`src/rtl/pwm_duty_meter.sv`:
```
// pwm_duty_meter: measures period and high time of an asynchronous PWM input
// in clk cycles and publishes them with a one-cycle valid strobe. A stuck-high
// or stuck-low input is reported after TIMEOUT cycles without a detected edge.
// Optional build macro PWM_METER_GLITCH_FILTER_EN inserts a FILTER_LEN-cycle
// glitch filter between the synchronizer and the edge detector.
module pwm_duty_meter #(
  parameter int CNT_W      = 20,
  parameter int TIMEOUT    = 1000000,
  parameter int FILTER_LEN = 4
) (
  input  logic             clk,
  input  logic             rst,
  input  logic             en,
  input  logic             pwm_in,
  output logic [CNT_W-1:0] period_o,
  output logic [CNT_W-1:0] high_o,
  output logic             valid_o,
  output logic             stuck_o,
  output logic             stuck_level_o
);

  typedef enum logic [2:0] {
    S_IDLE,
    S_WAIT_RISE,
    S_HIGH,
    S_LOW,
    S_STUCK
  } state_t;

  localparam logic [CNT_W-1:0] CNT_MAX   = '1;
  localparam logic [CNT_W-1:0] CNT_ONE   = CNT_W'(1);
  localparam logic [CNT_W-1:0] TIMEOUT_V = CNT_W'(TIMEOUT);

  // ---------------------------------------------------------------------------
  // Input path: synchronizer -> (optional filter) -> edge detect
  // ---------------------------------------------------------------------------
  logic sync1_q, sync2_q;
  logic lvl;          // filtered input level
  logic lvl_prev_q;   // level one cycle earlier, for edge detection
  logic rise_det, fall_det;

  // Two-flop synchronizer for the asynchronous PWM input.
  always_ff @(posedge clk) begin
    if (rst) begin
      sync1_q <= 1'b0;
      sync2_q <= 1'b0;
    end else begin
      sync1_q <= pwm_in;
      sync2_q <= sync1_q;
    end
  end

`ifdef PWM_METER_GLITCH_FILTER_EN
  localparam int FW = $clog2(FILTER_LEN) + 1;
  localparam logic [FW-1:0] FILT_LAST = FW'(FILTER_LEN - 1);

  logic          filt_level_q, filt_level_d;
  logic [FW-1:0] filt_cnt_q, filt_cnt_d;

  // Accept a new level only after it has been held for FILTER_LEN cycles.
  always_comb begin
    filt_level_d = filt_level_q;
    filt_cnt_d   = '0;
    if (sync2_q != filt_level_q) begin
      if (filt_cnt_q == FILT_LAST) begin
        filt_level_d = sync2_q;
      end else begin
        filt_cnt_d = filt_cnt_q + FW'(1);
      end
    end
  end

  // Glitch-filter state registers.
  always_ff @(posedge clk) begin
    if (rst) begin
      filt_level_q <= 1'b0;
      filt_cnt_q   <= '0;
    end else begin
      filt_level_q <= filt_level_d;
      filt_cnt_q   <= filt_cnt_d;
    end
  end

  assign lvl = filt_level_q;
`else
  // Filter disabled: the synchronizer output is the measured level.
  logic filter_len_unused;
  assign filter_len_unused = (FILTER_LEN > 0);
  assign lvl = sync2_q;
`endif

  // Edge-detect register; strobes are one cycle wide.
  always_ff @(posedge clk) begin
    if (rst) lvl_prev_q <= 1'b0;
    else     lvl_prev_q <= lvl;
  end

  assign rise_det = lvl & ~lvl_prev_q;
  assign fall_det = ~lvl & lvl_prev_q;

  // ---------------------------------------------------------------------------
  // Measurement FSM and counters
  // ---------------------------------------------------------------------------
  state_t           state_q, state_d;
  logic [CNT_W-1:0] cnt_q, cnt_d;       // cycles since last rise (period / high time)
  logic [CNT_W-1:0] idle_q, idle_d;     // cycles since last edge (timeout)
  logic [CNT_W-1:0] shadow_q, shadow_d; // high time of the period in progress
  logic [CNT_W-1:0] period_q, period_d;
  logic [CNT_W-1:0] high_q, high_d;
  logic             valid_q, valid_d;
  logic             stuck_q, stuck_d;
  logic             stuck_level_q, stuck_level_d;
  logic             timeout;

  // Idle counter has hit the limit; only acted on when no edge this cycle.
  assign timeout = (idle_q >= TIMEOUT_V);

  // Next-state and output logic. Counters start at 1 on an edge so that the
  // value read at the next edge equals the number of cycles between strobes.
  always_comb begin
    state_d       = state_q;
    cnt_d         = (cnt_q == CNT_MAX) ? cnt_q : cnt_q + CNT_ONE;
    idle_d        = (idle_q == CNT_MAX) ? idle_q : idle_q + CNT_ONE;
    shadow_d      = shadow_q;
    period_d      = period_q;
    high_d        = high_q;
    valid_d       = 1'b0;
    stuck_d       = stuck_q;
    stuck_level_d = stuck_level_q;

    if (!en) begin
      state_d = S_IDLE;
      cnt_d   = '0;
      idle_d  = '0;
      stuck_d = 1'b0;
    end else begin
      case (state_q)
        S_IDLE: begin
          state_d = S_WAIT_RISE;
          cnt_d   = '0;
          idle_d  = '0;
        end
        S_WAIT_RISE: begin
          if (rise_det) begin
            state_d = S_HIGH;
            cnt_d   = CNT_ONE;
            idle_d  = CNT_ONE;
          end else if (fall_det) begin
            idle_d = CNT_ONE;
          end else if (timeout) begin
            state_d       = S_STUCK;
            period_d      = '0;
            high_d        = '0;
            stuck_d       = 1'b1;
            stuck_level_d = lvl;
            valid_d       = 1'b1;
          end
        end
        S_HIGH: begin
          if (fall_det) begin
            state_d  = S_LOW;
            shadow_d = cnt_q;
            idle_d   = CNT_ONE;
          end else if (timeout) begin
            state_d       = S_STUCK;
            period_d      = '0;
            high_d        = '0;
            stuck_d       = 1'b1;
            stuck_level_d = lvl;
            valid_d       = 1'b1;
          end
        end
        S_LOW: begin
          if (rise_det) begin
            state_d  = S_HIGH;
            period_d = cnt_q;
            high_d   = shadow_q;
            stuck_d  = 1'b0;
            valid_d  = 1'b1;
            cnt_d    = CNT_ONE;
            idle_d   = CNT_ONE;
          end else if (timeout) begin
            state_d       = S_STUCK;
            period_d      = '0;
            high_d        = '0;
            stuck_d       = 1'b1;
            stuck_level_d = lvl;
            valid_d       = 1'b1;
          end
        end
        S_STUCK: begin
          if (rise_det) begin
            state_d = S_HIGH;
            cnt_d   = CNT_ONE;
            idle_d  = CNT_ONE;
          end else if (fall_det) begin
            state_d = S_WAIT_RISE;
            idle_d  = CNT_ONE;
          end
        end
        default: begin
          state_d = S_IDLE;
          cnt_d   = '0;
          idle_d  = '0;
        end
      endcase
    end
  end

  // State, counter and output registers.
  always_ff @(posedge clk) begin
    if (rst) begin
      state_q       <= S_IDLE;
      cnt_q         <= '0;
      idle_q        <= '0;
      shadow_q      <= '0;
      period_q      <= '0;
      high_q        <= '0;
      valid_q       <= 1'b0;
      stuck_q       <= 1'b0;
      stuck_level_q <= 1'b0;
    end else begin
      state_q       <= state_d;
      cnt_q         <= cnt_d;
      idle_q        <= idle_d;
      shadow_q      <= shadow_d;
      period_q      <= period_d;
      high_q        <= high_d;
      valid_q       <= valid_d;
      stuck_q       <= stuck_d;
      stuck_level_q <= stuck_level_d;
    end
  end

  assign period_o      = period_q;
  assign high_o        = high_q;
  assign valid_o       = valid_q;
  assign stuck_o       = stuck_q;
  assign stuck_level_o = stuck_level_q;

endmodule

```
`config.mk`:
```
export PLATFORM = sky130hd
export DESIGN_NAME = pwm_duty_meter
export DESIGN_NICKNAME = d
export VERILOG_FILES = /design/src/rtl/pwm_duty_meter.sv
export SDC_FILE = /design/constraint.sdc
export NUM_CORES = 1
export LEC_CHECK = 0
export CAP_MARGIN = 20
export CORE_MARGIN = 1
export CORE_UTILIZATION = 30
export CTS_CLUSTER_DIAMETER = 60
export DETAILED_ROUTE_END_ITERATION = 10
export GPL_TIMING_DRIVEN = 0
export PLACE_DENSITY_LB_ADDON = 0.3
export SLEW_MARGIN = 40
export SYNTH_ARGS = -nofsm -noshare
export SYNTH_HDL_FRONTEND = slang
export SYNTH_SLANG_ARGS = --single-unit
```
`constraint.sdc`:
```
create_clock -name clk -period 2.5 [get_ports clk]
set_input_delay 0.75 -clock clk [delete_from_list [all_inputs] [get_ports clk]]
set_output_delay 0.75 -clock clk [all_outputs]
set_load 0.02 [all_outputs]
```
==> results of run 1 <==
==> synth_stat cells (2+ instances only) <==
cell type	n	area [sq um]
nand4_1	11	68.8
or3_1	4	25.0
nand2b_1	3	18.8
a31oi_1	7	43.8
and4_1	6	52.6
nor4_1	4	25.0
nand2_1	97	364
dfxtp_1	109	2180
nand3_1	12	60.1
buf_1	2	7.51
and3_1	5	31.3
buf_2	6	30.0
o211ai_1	2	15.0
clkbuf_1	26	97.6
o211a_1	2	20.0
a311oi_1	3	26.3
o2111ai_1	2	17.5
and2_1	3	18.8
ha_1	6	75.1
inv_1	13	48.8
xor2_1	11	96.3
nor2b_1	5	31.3
nor3_1	13	65.1
or2_2	3	18.8
a211oi_1	5	37.5
mux2i_1	21	210
a21oi_1	65	325
nor2_1	69	259
xnor2_1	15	131
nand4b_1	3	26.3
o21ai_0	8	40.0
==> worst max path at each step <==
stage	startpoint	to	slack (ns)
6_report	idle_q[7]$_SDFF_PP0_	period_o[5]$_SDFFE_PP0P_	0.18
3_5_place_dp	en	idle_q[9]$_SDFF_PP0_	-0.49
4_1_cts	lvl_prev_q$_SDFF_PP0_	period_o[5]$_SDFFE_PP0P_	0.07
2_1_floorplan	rst	idle_q[10]$_SDFF_PP0_	0.29
5_1_grt	lvl$_SDFF_PP0_	high_o[6]$_SDFFE_PP0P_	0.03
3_3_place_gp	en	idle_q[6]$_SDFF_PP0_	-0.40
==> where the power goes <==
part / internal [W] / switching (W) / leakage [nW] / total (W)
combinational: 0.0000216 / 0.0000506 / 0.876 / 0.0000722
sequential: 0.00174 / 0.00000372 / 0.878 / 0.00174
clock: 0.000923 / 0.000667 / 0.164 / 0.00159
==> state kept, by name, indices dropped and copies added (netlist names) <==
signal / cells
idle_q: 20
lvl: 1
sync1_q: 1
stuck_o: 1
lvl_prev_q: 1
cnt_q: 20
stuck_level_o: 1
valid_o: 1
period_o: 20
high_o: 20
shadow_q: 20
state_q: 3
==> layout make-up <==
cell class | instances | area (sq um)
fill | 1502 | 9100
multi-input combinational | 398 | 2260
sequential | 109 | 2180
timing repair buffer | 45 | 450
clock buffer | 11 | 243
tap | 184 | 230
buffer | 35 | 150
clock inverter | 5 | 91.3
inverter | 13 | 48.8
==> metrics by stage <==
step                      instances  area, sq um
after floorplan                 556         4620
after global placement          785         5300
after detailed placement        785         5310
after CTS                       801         5650
after global routing            800         5650
final                           800         5650
==> layer usage <==
layer  up-vias  track usage  share of wire
met5         -            0              0
met4         0       0.0482          0.013
met3         9       0.0348          0.037
met1      1858        0.191           0.50
met2        70        0.222           0.45
li1       2019            -              -
==> logic make-up (layout without fill, tap and decap cells) <==
| logic type | Yosys count | after routing |
|---|---|---|
| AO/OA/AOI/OAI | 104 | 104 |
| flip-flops | 109 | 109 |
| XOR/XNOR | 26 | 26 |
| AND/OR/NAND/NOR | 241 | 241 |
| adder cells (fa/ha/maj) | 6 | 6 |
| multiplexers | 21 | 21 |
| buffers and inverters | 49 | 109 |
==> repair_timing <==
item / in CTS / in global routing
resized for setup: 1 / 1
setup endpoints to repair: 10 / 50
cloned: 0 / 0
buffers inserted: 0 / 0
==> out/results.ini, run 1 <==
[grt]
gr-usage-all-layers = 0.142
grt_pass1_wl_mm = 18.3
grt_max_degree = 19
grt_pass1_vias = 3729
antenna_found_initial = 0
overflow = 0

[cts]
clock-sinks = 109
cts_tree = done
path_clk_slew_ns = 0.07
cts.htree.levels = 3
insertion_delay_ns = 0.35
cts-root-buf = clkbuf_16
numCtsBuffers = 9
holdBufCountCts = 0
clock_path_buffers = 2

[setup_path]
r2r_slack_ns = 0.18
crit_chain = clkbuf_1, o31ai_1, a311o_1, nor3_2, or2_2, clkbuf_1, buf_2, a21oi_1
cp_slowest_cell = a311o_1
cp.buffers_inverters = 3
worst_r2r_path_depth = 8
worstSetupEndpointType = flop
worstPathRequired_ns = 2.73
r2r-start = idle_q[7]$_SDFF_PP0_
slowest_delay_ns = 0.49
crit_path_start_kind = flop
path_common_cell = clkbuf_1
cp_top_family = buffers and inverters
crit_cells = 8
worstPathArrival_ns = 2.55
critPathMaxFanout = 10
worst-setup-path-type = reg2reg
r2r-end = period_o[5]$_SDFFE_PP0P_

[min_path]
hold_path_startpoint = sync1_q$_SDFF_PP0_
holdPathEnd = lvl$_SDFF_PP0_
hold_path_class = reg2reg
hold_depth = 1

[timing]
min_period_over_period = 0.927
setup_viol = 0
worst_slack_ns = 0.183
hold_viol = 0
skew_ns = 0.0109
rsz0062_at_grt = false
relSlewSlack = 0.582
hold_slack_ns = 0.447
tightest_slew_ns = 0.627
timing.setup.tns_ns = 0
period_minus_slack_ns = 2.32
slew_viol_final = 0
fmax_ghz = 0.432

[drt]
viasPerCell = 4.95
wire_per_inst_microns = 13.6
drc = 0
dr.pass1.iters = 5
drtIter0Drc = 278
routed_wirelength_mm = 10.9
ant_nets = 0
vias = 3956

[synthesis]
synth.mux.area_fraction = 0.0455
yosysSeqAreaShare = 0.473
synth_top_family_by_area = simple AND/OR/NAND/NOR gates
synth-simple-area-share = 0.237
synth_edf_count = 0
synth_compound_area_frac = 0.136
avgSynthCellArea_sq_um = 8.30
synthesis.area_sq_um = 4620
synth-seq-cells = 109
synth_cell_types = 46
synth_nets = 566
synthAdderAreaFrac = 0.0163
synth_ff_type = dfxtp_1
synth_xor_area_frac = 0.0493
synth_cells = 556
postSynth.asyncResetShare = 0
yosys_warnings = 0

[final_layout]
final_common_cell = dfxtp_1
layout-drive-gt1-share = 0.0519
antennaDiodeCount = 0
final_util = 0.383
synthToLayoutAreaGrowth_pct = 22.5
nNetsFinal = 621
final_cell_mix = dfxtp_1, nand2_1, nor2_1

[floorplanning]
start_util = 0.313
pin_count = 47
design.die.area_sq_um = 15900
die_w_microns = 126
die-height_microns = 126
std_cell_rows = 44
design.core.area_sq_um = 14800

[power]
total_power_w = 0.00340
cellPowerDensity_nw_per_um2 = 602
peakVddDrop_mv = 0.307
power.static_leakage_nw = 1.92

[flow_run]
max_cap_violations = 0

[placed_design]
gp_congestion = 0.851
dp_slack_ns = -0.492
dp_hpwl_mm = 7.74
port_buffers = 45

[run_status]
status = complete, no violations

No activity file was read; power rests on OpenSTA's default activity.
==> inputs of run 2 (changes only) <==
RECOVER_POWER = 25   (was not set)
==> out/results.ini, run 2 (synthesis results as in run 1) <==
[floorplanning]
start_util = 0.313  ; unchanged
design.die.area_sq_um = 15900  ; unchanged
die_w_microns = 126  ; unchanged
die-height_microns = 126  ; unchanged
design.core.area_sq_um = 14800  ; unchanged
pin_count = 47  ; unchanged
std_cell_rows = 44  ; unchanged

[setup_path]
cp_top_family = buffers and inverters  ; unchanged
cp.buffers_inverters = 3  ; unchanged
path_common_cell = clkbuf_1  ; unchanged
critPathMaxFanout = 10  ; unchanged
cp_slowest_cell = a311o_1  ; unchanged
worstPathArrival_ns = 2.56  ; was 2.55 ns
crit_cells = 8  ; unchanged
worstSetupEndpointType = flop  ; unchanged
crit_path_start_kind = flop  ; unchanged
worst-setup-path-type = reg2reg  ; unchanged
worst_r2r_path_depth = 8  ; unchanged
slowest_delay_ns = 0.49  ; about the same
worstPathRequired_ns = 2.73  ; about the same
crit_chain = clkbuf_1, o31ai_1, a311o_1, nor3_2, or2_2, clkbuf_1, buf_2, a21oi_1  ; unchanged

[cts]
cts-root-buf = clkbuf_16  ; unchanged
clock_path_buffers = 2  ; unchanged
insertion_delay_ns = 0.35  ; about the same
cts_resized = 1  ; unchanged
cts_setup_buffers = 0  ; unchanged
numCtsBuffers = 9  ; unchanged
clock-sinks = 109  ; unchanged
cts.htree.levels = 3  ; unchanged
cts_tree = done  ; unchanged
holdBufCountCts = 0  ; unchanged
path_clk_slew_ns = 0.07  ; about the same

[placed_design]
dp_slack_ns = -0.492  ; unchanged
port_buffers = 45  ; unchanged
dp_hpwl_mm = 7.74  ; unchanged
gp_congestion = 0.851  ; unchanged

[power]
seqPwrFrac = 0.511  ; was 0.512
power.share.combinational = 0.021  ; about the same
power_switching_w = 0.000724  ; was 0.000722 W
power.static_leakage_nw = 1.97  ; was 1.92 nW
cellPowerDensity_nw_per_um2 = 603  ; was 602 nW/um^2
p_sw_frac = 0.212  ; about the same
peakVddDrop_mv = 0.307  ; about the same
clkPwrFrac = 0.467  ; about the same
internal_power_w = 0.00268  ; about the same

[grt]
gr-usage-all-layers = 0.142  ; unchanged
grt_pass1_vias = 3729  ; unchanged
overflow = 0  ; unchanged
grt_max_degree = 19  ; unchanged
antenna_found_initial = 0  ; unchanged
grt_pass1_wl_mm = 18.3  ; unchanged

[timing]
slew_viol_final = 0  ; unchanged
tightest_slew_ns = 0.751  ; was 0.627 ns
min_period_over_period = 0.933  ; was 0.927
setup_viol = 0  ; unchanged
fmax_ghz = 0.429  ; was 0.432 GHz
hold_slack_ns = 0.447  ; about the same
worst_slack_ns = 0.168  ; was 0.183 ns
hold_viol = 0  ; unchanged
period_minus_slack_ns = 2.33  ; was 2.32 ns
skew_ns = 0.0105  ; was 0.0109 ns
relSlewSlack = 0.499  ; was 0.582
rsz0062_at_grt = false  ; unchanged

[final_layout]
synthToLayoutAreaGrowth_pct = 22.4  ; was 22.5%
final_common_cell = dfxtp_1  ; unchanged
antennaDiodeCount = 0  ; unchanged
nNetsFinal = 621  ; unchanged
final_cell_mix = dfxtp_1, nand2_1, nor2_1  ; unchanged
layout-drive-gt1-share = 0.0503  ; was 0.0519

[drt]
drtIter0Drc = 245  ; was 278
wire_per_inst_microns = 13.6  ; about the same
viasPerCell = 4.98  ; was 4.95
drc = 0  ; unchanged
routed_wirelength_mm = 10.9  ; about the same
ant_nets = 0  ; unchanged
vias = 3982  ; was 3956
dr.pass1.iters = 4  ; was 5

[run_status]
status = complete, no violations  ; unchanged

[min_path]
hold_depth = 1  ; unchanged
hold_path_class = reg2reg  ; unchanged

[flow_run]
max_cap_violations = 0  ; unchanged

## run 2: cell types whose count changed in the layout (fill, tap and decap cells not counted), sizes merged
cell / before / now
clkdlybuf4s50: 45 / 29
dlygate4sd3: 0 / 16
buf: 10 / 9
clkbuf: 36 / 37
## run 2: power groups by stage
stage	combinational, W	sequential (W)	clock, W
3_5_place_dp	0.0000711	0.00178	0
3_3_place_gp	0.0000688	0.00178	0
4_1_cts	0.0000722	0.00174	0.00163
6_report	0.0000719	0.00174	0.00159
2_1_floorplan	0.0000493	0.00178	0
5_1_grt	0.0000799	0.00174	0.00170
## run 2: worst reg2reg max path, cell delays in order, from the launching register on
cell      delay, ns
dfxtp_1        0.31
clkbuf_1       0.26
o31ai_1        0.13
a311o_1        0.49
nor3_2         0.27
or2_2          0.14
clkbuf_1       0.27
buf_2          0.28
a21oi_1        0.07
## run 2: final cells by class
| class | instances | area (sq um) |
|---|---|---|
| well taps | 184 | 230 |
| repair buffers | 45 | 450 |
| multi-input cells | 398 | 2260 |
| plain buffers | 35 | 149 |
| clock inverters | 5 | 91.3 |
| flip-flops and latches | 109 | 2180 |
| inverters | 13 | 48.8 |
| fillers | 1503 | 9100 |
| clock buffers | 11 | 243 |
## run 2: worst paths after layout
kind,from,to,slack [ns]
max,idle_q[7]$_SDFF_PP0_,period_o[5]$_SDFFE_PP0P_,0.17
min,sync1_q$_SDFF_PP0_,lvl$_SDFF_PP0_,0.45
max reg2reg,idle_q[7]$_SDFF_PP0_,period_o[5]$_SDFFE_PP0P_,0.17
min reg2reg,sync1_q$_SDFF_PP0_,lvl$_SDFF_PP0_,0.45
## run 2: metrics by stage
| step | power, W | instances | utilization | setup TNS [ns] | cell area (sq um) |
|---|---|---|---|---|---|
| 5_1_grt | 0.00352 | 800 | 0.383 | 0 | 5650 |
| 3_5_place_dp | 0.00185 | 785 | 0.360 | -8.20 | 5310 |
| 6_report | 0.00341 | 800 | 0.383 | 0 | 5650 |
| 3_3_place_gp | 0.00185 | 785 | 0.359 | -7.19 | 5300 |
| 4_1_cts | 0.00344 | 801 | 0.383 | 0 | 5650 |
| 2_1_floorplan | 0.00183 | 556 | - | 0 | 4620 |
## run 2: layer usage
layer  global-route usage  up-vias  routed length (microns)  part of all wire
met5                    0        -                        0                 0
met4               0.0482        0                      157             0.014
met3               0.0348       11                      397             0.036
met2                0.222       82                     4840              0.44
met1                0.191     1873                     5500              0.51
li1                     -     2016                        -                 -
